$ cat src/rtl/mips_lsu_pkg.sv
// mips_lsu_pkg
//   Shared definitions for the MIPS load/store unit: opcode constants, the
//   FSM state type, the access size type and small opcode-decoding helpers.
//   No ports; imported by mips_lsu and mips_lsu_align.
package mips_lsu_pkg;

    // Opcodes of the supported MIPS loads and stores
    localparam logic [5:0] OP_LB  = 6'h20;
    localparam logic [5:0] OP_LH  = 6'h21;
    localparam logic [5:0] OP_LW  = 6'h23;
    localparam logic [5:0] OP_LBU = 6'h24;
    localparam logic [5:0] OP_LHU = 6'h25;
    localparam logic [5:0] OP_SB  = 6'h28;
    localparam logic [5:0] OP_SH  = 6'h29;
    localparam logic [5:0] OP_SW  = 6'h2B;

    typedef enum logic [1:0] {IDLE, READ, WRITE, RESP} lsu_state_t;

    typedef enum logic [1:0] {SZ_B, SZ_H, SZ_W} size_t;

    // True for any of the eight load/store opcodes the unit understands
    function automatic logic is_mem_op(input logic [5:0] op);
        case (op)
            OP_LB, OP_LH, OP_LW, OP_LBU, OP_LHU,
            OP_SB, OP_SH, OP_SW: return 1'b1;
            default:             return 1'b0;
        endcase
    endfunction

    function automatic logic is_store(input logic [5:0] op);
        return (op == OP_SB) || (op == OP_SH) || (op == OP_SW);
    endfunction

    // Invalid opcodes decode as word size; they fault before size matters
    function automatic size_t op_size(input logic [5:0] op);
        case (op)
            OP_LB, OP_LBU, OP_SB: return SZ_B;
            OP_LH, OP_LHU, OP_SH: return SZ_H;
            default:              return SZ_W;
        endcase
    endfunction

    function automatic logic op_signed(input logic [5:0] op);
        return (op == OP_LB) || (op == OP_LH);
    endfunction

    // Byte accesses never fault; halfwords need an even address; words need
    // a multiple of four
    function automatic logic is_misaligned(input size_t sz, input logic [1:0] lo);
        case (sz)
            SZ_B:    return 1'b0;
            SZ_H:    return lo[0];
            default: return lo != 2'b00;
        endcase
    endfunction

endpackage

$ cat src/rtl/mips_lsu_align.sv
// mips_lsu_align
//   Combinational lane steering for big-endian MIPS sub-word accesses.
//   Ports:
//     i_size        access size (byte/half/word)
//     i_signed      1 = sign-extend loads (LB/LH)
//     i_addrLo      byte offset within the word, addr[1:0]
//     i_rdLanes     word read from memory, lane 0 = most significant byte
//     i_wdata       store data, sub-word stores use the low bits
//     o_loadData    extended load result
//     o_mergeLanes  read word with the store bytes substituted in
module mips_lsu_align
    import mips_lsu_pkg::*;
(
    input  size_t            i_size,
    input  logic             i_signed,
    input  logic [1:0]       i_addrLo,
    input  logic [0:3][7:0]  i_rdLanes,
    input  logic [31:0]      i_wdata,
    output logic [31:0]      o_loadData,
    output logic [0:3][7:0]  o_mergeLanes
);

    logic [7:0]  w_byte;
    logic [15:0] w_half;

    // Halfword lanes are {addr[1],0} for the high byte and {addr[1],1} for
    // the low byte, so the pair is selected by addr[1] alone.
    always_comb begin
        w_byte = i_rdLanes[i_addrLo];
        w_half = {i_rdLanes[{i_addrLo[1], 1'b0}], i_rdLanes[{i_addrLo[1], 1'b1}]};

        o_loadData = i_rdLanes;
        case (i_size)
            SZ_B:    o_loadData = {{24{i_signed & w_byte[7]}}, w_byte};
            SZ_H:    o_loadData = {{16{i_signed & w_half[15]}}, w_half};
            SZ_W:    o_loadData = i_rdLanes;
            default: o_loadData = i_rdLanes;
        endcase

        o_mergeLanes = i_rdLanes;
        case (i_size)
            SZ_B: o_mergeLanes[i_addrLo] = i_wdata[7:0];
            SZ_H: begin
                o_mergeLanes[{i_addrLo[1], 1'b0}] = i_wdata[15:8];
                o_mergeLanes[{i_addrLo[1], 1'b1}] = i_wdata[7:0];
            end
            SZ_W:    o_mergeLanes = i_wdata;
            default: o_mergeLanes = i_wdata;
        endcase
    end

endmodule

$ cat src/rtl/mips_lsu.sv
// mips_lsu
//   Load/store unit between the execute stage and a byte-lane data memory
//   without byte enables. One request at a time; sub-word stores are done
//   as read-modify-write. Completion is a one-cycle response pulse.
//   Parameters:
//     MEM_LATENCY     cycles from o_mem_addr stable to i_mem_data_out valid
//   Ports:
//     i_clk           clock, rising edge
//     i_rst_b         synchronous reset, active high
//     i_req_valid     request present
//     o_req_ready     unit idle; accept on valid && ready
//     i_req_opcode    MIPS opcode
//     i_req_addr      effective byte address
//     i_req_wdata     store data
//     o_rsp_valid     one-cycle completion pulse
//     o_rsp_rdata     extended load data, 0 for stores and faults
//     o_rsp_fault     misaligned address or unsupported opcode
//     o_mem_addr      word address
//     i_mem_data_out  read word, lane 0 = byte at addr+0 (MSB)
//     o_mem_data_in   write word, same lane order
//     o_mem_write_en  whole-word write strobe
module mips_lsu
    import mips_lsu_pkg::*;
#(
    parameter int MEM_LATENCY = 1
)
(
    input  logic             i_clk,
    input  logic             i_rst_b,
    input  logic             i_req_valid,
    output logic             o_req_ready,
    input  logic [5:0]       i_req_opcode,
    input  logic [31:0]      i_req_addr,
    input  logic [31:0]      i_req_wdata,
    output logic             o_rsp_valid,
    output logic [31:0]      o_rsp_rdata,
    output logic             o_rsp_fault,
    output logic [31:0]      o_mem_addr,
    input  logic [0:3][7:0]  i_mem_data_out,
    output logic [0:3][7:0]  o_mem_data_in,
    output logic             o_mem_write_en
);

    localparam int              CNT_W    = $clog2(MEM_LATENCY + 1);
    localparam logic [CNT_W-1:0] CNT_LOAD = CNT_W'(MEM_LATENCY);
    localparam logic [CNT_W-1:0] CNT_LAST = CNT_W'(1);

    lsu_state_t        r_state;
    lsu_state_t        w_stateNext;

    logic [5:0]        r_opcode;
    logic [1:0]        r_addrLo;
    logic [31:0]       r_wdata;
    logic              r_fault;
    logic [CNT_W-1:0]  r_readCnt;
    logic [31:0]       r_memAddr;
    logic [31:0]       r_rspRdata;
    logic [0:3][7:0]   r_memDataIn;

    logic              w_accept;
    logic              w_reqFault;
    logic              w_readLast;
    size_t             w_reqSize;
    logic [31:0]       w_loadData;
    logic [0:3][7:0]   w_mergeLanes;

    // Fault classification is done on the live request so a faulting
    // request never touches memory.
    assign w_accept   = (r_state == IDLE) && i_req_valid;
    assign w_reqSize  = op_size(i_req_opcode);
    assign w_reqFault = !is_mem_op(i_req_opcode) ||
                        is_misaligned(w_reqSize, i_req_addr[1:0]);
    assign w_readLast = (r_state == READ) && (r_readCnt == CNT_LAST);

    mips_lsu_align u_align (
        .i_size       (op_size(r_opcode)),
        .i_signed     (op_signed(r_opcode)),
        .i_addrLo     (r_addrLo),
        .i_rdLanes    (i_mem_data_out),
        .i_wdata      (r_wdata),
        .o_loadData   (w_loadData),
        .o_mergeLanes (w_mergeLanes)
    );

    // State register; reset wins over any in-flight operation, which drops
    // a pending write and suppresses its response.
    always_ff @(posedge i_clk) begin
        if (i_rst_b) begin
            r_state <= IDLE;
        end else begin
            r_state <= w_stateNext;
        end
    end

    // Next state and the state-decoded outputs. Full-word stores skip the
    // read; sub-word stores read first so the untouched lanes survive.
    always_comb begin
        w_stateNext    = r_state;
        o_req_ready    = 1'b0;
        o_mem_write_en = 1'b0;
        o_rsp_valid    = 1'b0;
        o_rsp_fault    = 1'b0;
        case (r_state)
            IDLE: begin
                o_req_ready = 1'b1;
                if (i_req_valid) begin
                    if (w_reqFault) begin
                        w_stateNext = RESP;
                    end else if (i_req_opcode == OP_SW) begin
                        w_stateNext = WRITE;
                    end else begin
                        w_stateNext = READ;
                    end
                end
            end
            READ: begin
                if (w_readLast) begin
                    w_stateNext = is_store(r_opcode) ? WRITE : RESP;
                end
            end
            WRITE: begin
                o_mem_write_en = 1'b1;
                w_stateNext    = RESP;
            end
            RESP: begin
                o_rsp_valid = 1'b1;
                o_rsp_fault = r_fault;
                w_stateNext = IDLE;
            end
            default: w_stateNext = IDLE;
        endcase
    end

    // Request latch, latency counter, write buffer and response data.
    // The memory address is captured only on accept and then held, so the
    // request bus is free to change while the operation runs.
    always_ff @(posedge i_clk) begin
        if (i_rst_b) begin
            r_opcode    <= '0;
            r_addrLo    <= '0;
            r_wdata     <= '0;
            r_fault     <= 1'b0;
            r_readCnt   <= '0;
            r_memAddr   <= '0;
            r_rspRdata  <= '0;
            r_memDataIn <= '0;
        end else if (w_accept) begin
            r_opcode   <= i_req_opcode;
            r_addrLo   <= i_req_addr[1:0];
            r_wdata    <= i_req_wdata;
            r_fault    <= w_reqFault;
            r_readCnt  <= CNT_LOAD;
            r_memAddr  <= {i_req_addr[31:2], 2'b00};
            r_rspRdata <= '0;
            if ((i_req_opcode == OP_SW) && !w_reqFault) begin
                r_memDataIn <= i_req_wdata;
            end
        end else if (r_state == READ) begin
            if (w_readLast) begin
                if (is_store(r_opcode)) begin
                    r_memDataIn <= w_mergeLanes;
                end else begin
                    r_rspRdata <= w_loadData;
                end
            end else begin
                r_readCnt <= r_readCnt - 1'b1;
            end
        end
    end

    assign o_mem_addr    = r_memAddr;
    assign o_mem_data_in = r_memDataIn;
    assign o_rsp_rdata   = r_rspRdata;

endmodule
$ cat config.mk
export PLATFORM = sky130hd
export DESIGN_NAME = mips_lsu
export DESIGN_NICKNAME = d
export VERILOG_FILES = /design/src/rtl/mips_lsu_pkg.sv /design/src/rtl/mips_lsu_align.sv /design/src/rtl/mips_lsu.sv
export SDC_FILE = /design/constraint.sdc
export NUM_CORES = 1
export LEC_CHECK = 0
export ABC_AREA = 0
export BUFFER_PORTS_ARGS = -buffer_cell sky130_fd_sc_hd__buf_4
export CORE_MARGIN = 3
export CORE_UTILIZATION = 50
export DETAILED_ROUTE_END_ITERATION = 8
export PLACE_DENSITY = 0.79
export SKIP_CTS_REPAIR_TIMING = 1
export SLEW_MARGIN = 20
export SYNTH_ARGS = -nofsm -noshare
export SYNTH_HDL_FRONTEND = slang
export SYNTH_SLANG_ARGS = --single-unit
$ cat constraint.sdc
create_clock -name i_clk -period 2.36 [get_ports i_clk]
set_clock_uncertainty 0.05 [all_clocks]
set_input_delay 0 -clock i_clk [delete_from_list [all_inputs] [get_ports i_clk]]
set_output_delay 0 -clock i_clk [all_outputs]
set_load 0.02 [all_outputs]
==> run summary <==
Mapped Area: 0.00652 mm^2
Violated checks: hold timing
Synth unique cells: 49
Tot Pwr: 8.33 mW
Vias in the first global route: 6381
Post-route DRC: 0
Worst rel slew slack: 32.4%
Main synth FF type: dfxtp_1
Setup TNS: 0 ns
Number of synthesized flops with an enable pin: 0
Commonest non-fill, non-tap cell in the layout: buf_4
Async set-reset flop share out of synthesis: 0%
Syn. warnings: 0
First-pass GRT wire length: 32600 um
TritonCTS Sinks: 138
Clk Latency, worst-skew pair: 0.42 ns
Crit path time final: 2.18 ns
Worst-margin pin slew: 1.01 ns
Adder-Cell Fraction of Synth Area: 0.768%
Htree depth: 4
Synth-to-Final Area Change: 49.7%
Post-synthesis average cell area: 7.56 um^2
DRT Wirelength: 23700 um
Vias post-DR: 7607
Number of I/O pins: 205
Final layout net count: 1244
Largest net degree at the start of global routing: 75
Tcrit/Tclk final: 92.2%
Layout cells sized above 1: 23.9%
Worst VDD drop: 0.000570 V
Area of the die: 0.0144 mm^2
Compound-Gate Fraction of Synth Area: 27.5%
Die height: 120 um
PwrDens: 854 mW/mm^2
Unrepaired setup endpoints after global routing: no
Gpl congestion: 0.973
Reg clk slew, reported paths: 0.06 ns
Fmax: 0.459 GHz
Initial Util: 51.5%
Max Buffers Root-to-Sink: 2
Core area: 0.0127 mm^2
Rows: 41
Total CTS buffers: 17
Final Slew Violations: 0
Outcome: complete, but fails checks
CTS tree: yes
Iteration-0 DRC count of the detailed router: 750
PortBufs: 202
Worst setup EP type: flip-flop
CP Data Required Time: 2.64 ns
Max-cap violations: 0
Mux contribution to synthesized area: 3.28%
Yosys reg bits: 138
Crit-path max FO: 74
Synth Area in XOR/XNOR: 0%
Hold crit path type: input pin to flip-flop
Antenna violations before repair: 1
Startpoint types: flip-flop
Root buf cell: clkbuf_16
DP HPWL: 15100 um
Most frequent cells in the layout: buf_4 (223), nand2_1 (209), dfxtp_1 (138), a21oi_1 (132), dlygate4sd3_1 (100)
Synth Instances: 863
WHS: -0.0300 ns
Leakage: 4.12 nW
Hold Vio Cnt, Final: 2
Layout fillers: 872
Register area share after synthesis: 42.4%
Final ANT Viol Nets: 0
CP Class: flip-flop to flip-flop
DRT Pass-1 Iters: 6
Avg WL per Cell: 17.9 um
Worst Path Arrival: 2.46 ns
Setup-failing EPs final: 0
Grt ovf: 0
Simple-gate share of the synthesized area: 20.8%
Via/cell ratio: 5.76
Die Wd: 120 um
Largest family of logic cells by synthesized area: compound AO/OA/AOI/OAI gates
GRT Total Usage: 28.4%
==> worst paths after layout <==
| kind | from | endpoint | slack [ns] | cells past startpoint |
|---|---|---|---|---|
| max reg2reg | r_state[0] | o_mem_data_in[17] | 0.18 | 6 |
| max | r_state[0] | o_mem_data_in[17] | 0.18 | 6 |
| min reg2reg | o_mem_addr[2] | o_mem_addr[2] | 0.40 | 2 |
| min | i_mem_data_out[13] | o_rsp_rdata[13] | -0.03 | 4 |
==> metal layers <==
metal / global-route usage, % / routed length, um / vias up
li1: - / - / 3597
met1: 37.7 / 9410 / 3511
met2: 43.6 / 11300 / 429
met3: 7.62 / 2220 / 70
met4: 12.4 / 796 / 0
met5: 0 / 0 / -
==> flip-flops by register name, indices dropped and copies added, names as in the netlist <==
name	count
r_fault	1
r_addrLo	2
r_wdata	32
r_opcode	6
r_state	2
r_readCnt	1
o_mem_addr	30
o_rsp_rdata	32
o_mem_data_in	32
==> area by class of cell <==
class                      count  area [um^2]  share of cell area [%]
multi-input combinational    643         3430                    35.2
sequential                   138         2760                    28.3
timing repair buffer         325         2720                    27.8
clock buffer                  25          505                    5.18
tap                          172          215                    2.20
clock inverter                 7         87.6                   0.897
inverter                      10         37.5                   0.385
antenna                        1         2.50                  0.0256
==> worst max-delay path: stages (launching register included) <==
cell	delay [ns]
dfxtp_1	0.38
inv_1	0.08
ha_1	0.30
nand2_4	0.12
buf_4	0.60
o211ai_1	0.22
a311oi_1	0.30
==> report_power, final <==
part / internal, mW / switching (mW)
registers: 2.63 / 0.250
clock network: 1.69 / 0.979
logic: 1.11 / 1.68
total: 5.43 / 2.91
==> synthesized netlist by cell type (all sizes together), types with 8 or more instances <==
| cell | instances | area (um^2) |
|---|---|---|
| a211oi | 9 | 67.6 |
| a21oi | 132 | 661 |
| a221oi | 8 | 70.1 |
| a311oi | 8 | 70.1 |
| a31oi | 16 | 100 |
| buf | 17 | 96.3 |
| clkbuf | 56 | 210 |
| dfxtp | 138 | 2760 |
| inv | 10 | 37.5 |
| mux2i | 18 | 180 |
| nand2 | 210 | 788 |
| nand2b | 19 | 119 |
| nand3 | 10 | 50.1 |
| nor2 | 35 | 131 |
| o211ai | 17 | 128 |
| o21ai | 74 | 374 |
| o22ai | 22 | 138 |
| or3 | 10 | 67.6 |
==> per-stage QoR <==
stage	setup slack, ns	utilization [%]	cells	hold WS (ns)	area, um^2
6_report	0.183	77.0	1321	-0.0300	9760
5_1_grt	0.0224	77.0	1321	0.00522	9760
3_5_place_dp	0.264	64.4	1188	0.206	8160
2_1_floorplan	0.206	-	864	0.0841	6520
4_1_cts	0.221	69.1	1220	-0.238	8760
3_3_place_gp	0.301	64.4	1188	0.196	8160
==> cells by family (layout without fill, tap and decap cells) <==
kind of cell	count (synthesis)	count (layout)
adders and majority gates	4	4
DFF	138	138
other	1	3
and+or+nand+nor	311	311
AOI/OAI and AO/OA	306	306
muxes	20	20
buffers and inverters	83	367
No activity file was read; power rests on OpenSTA's default activity.
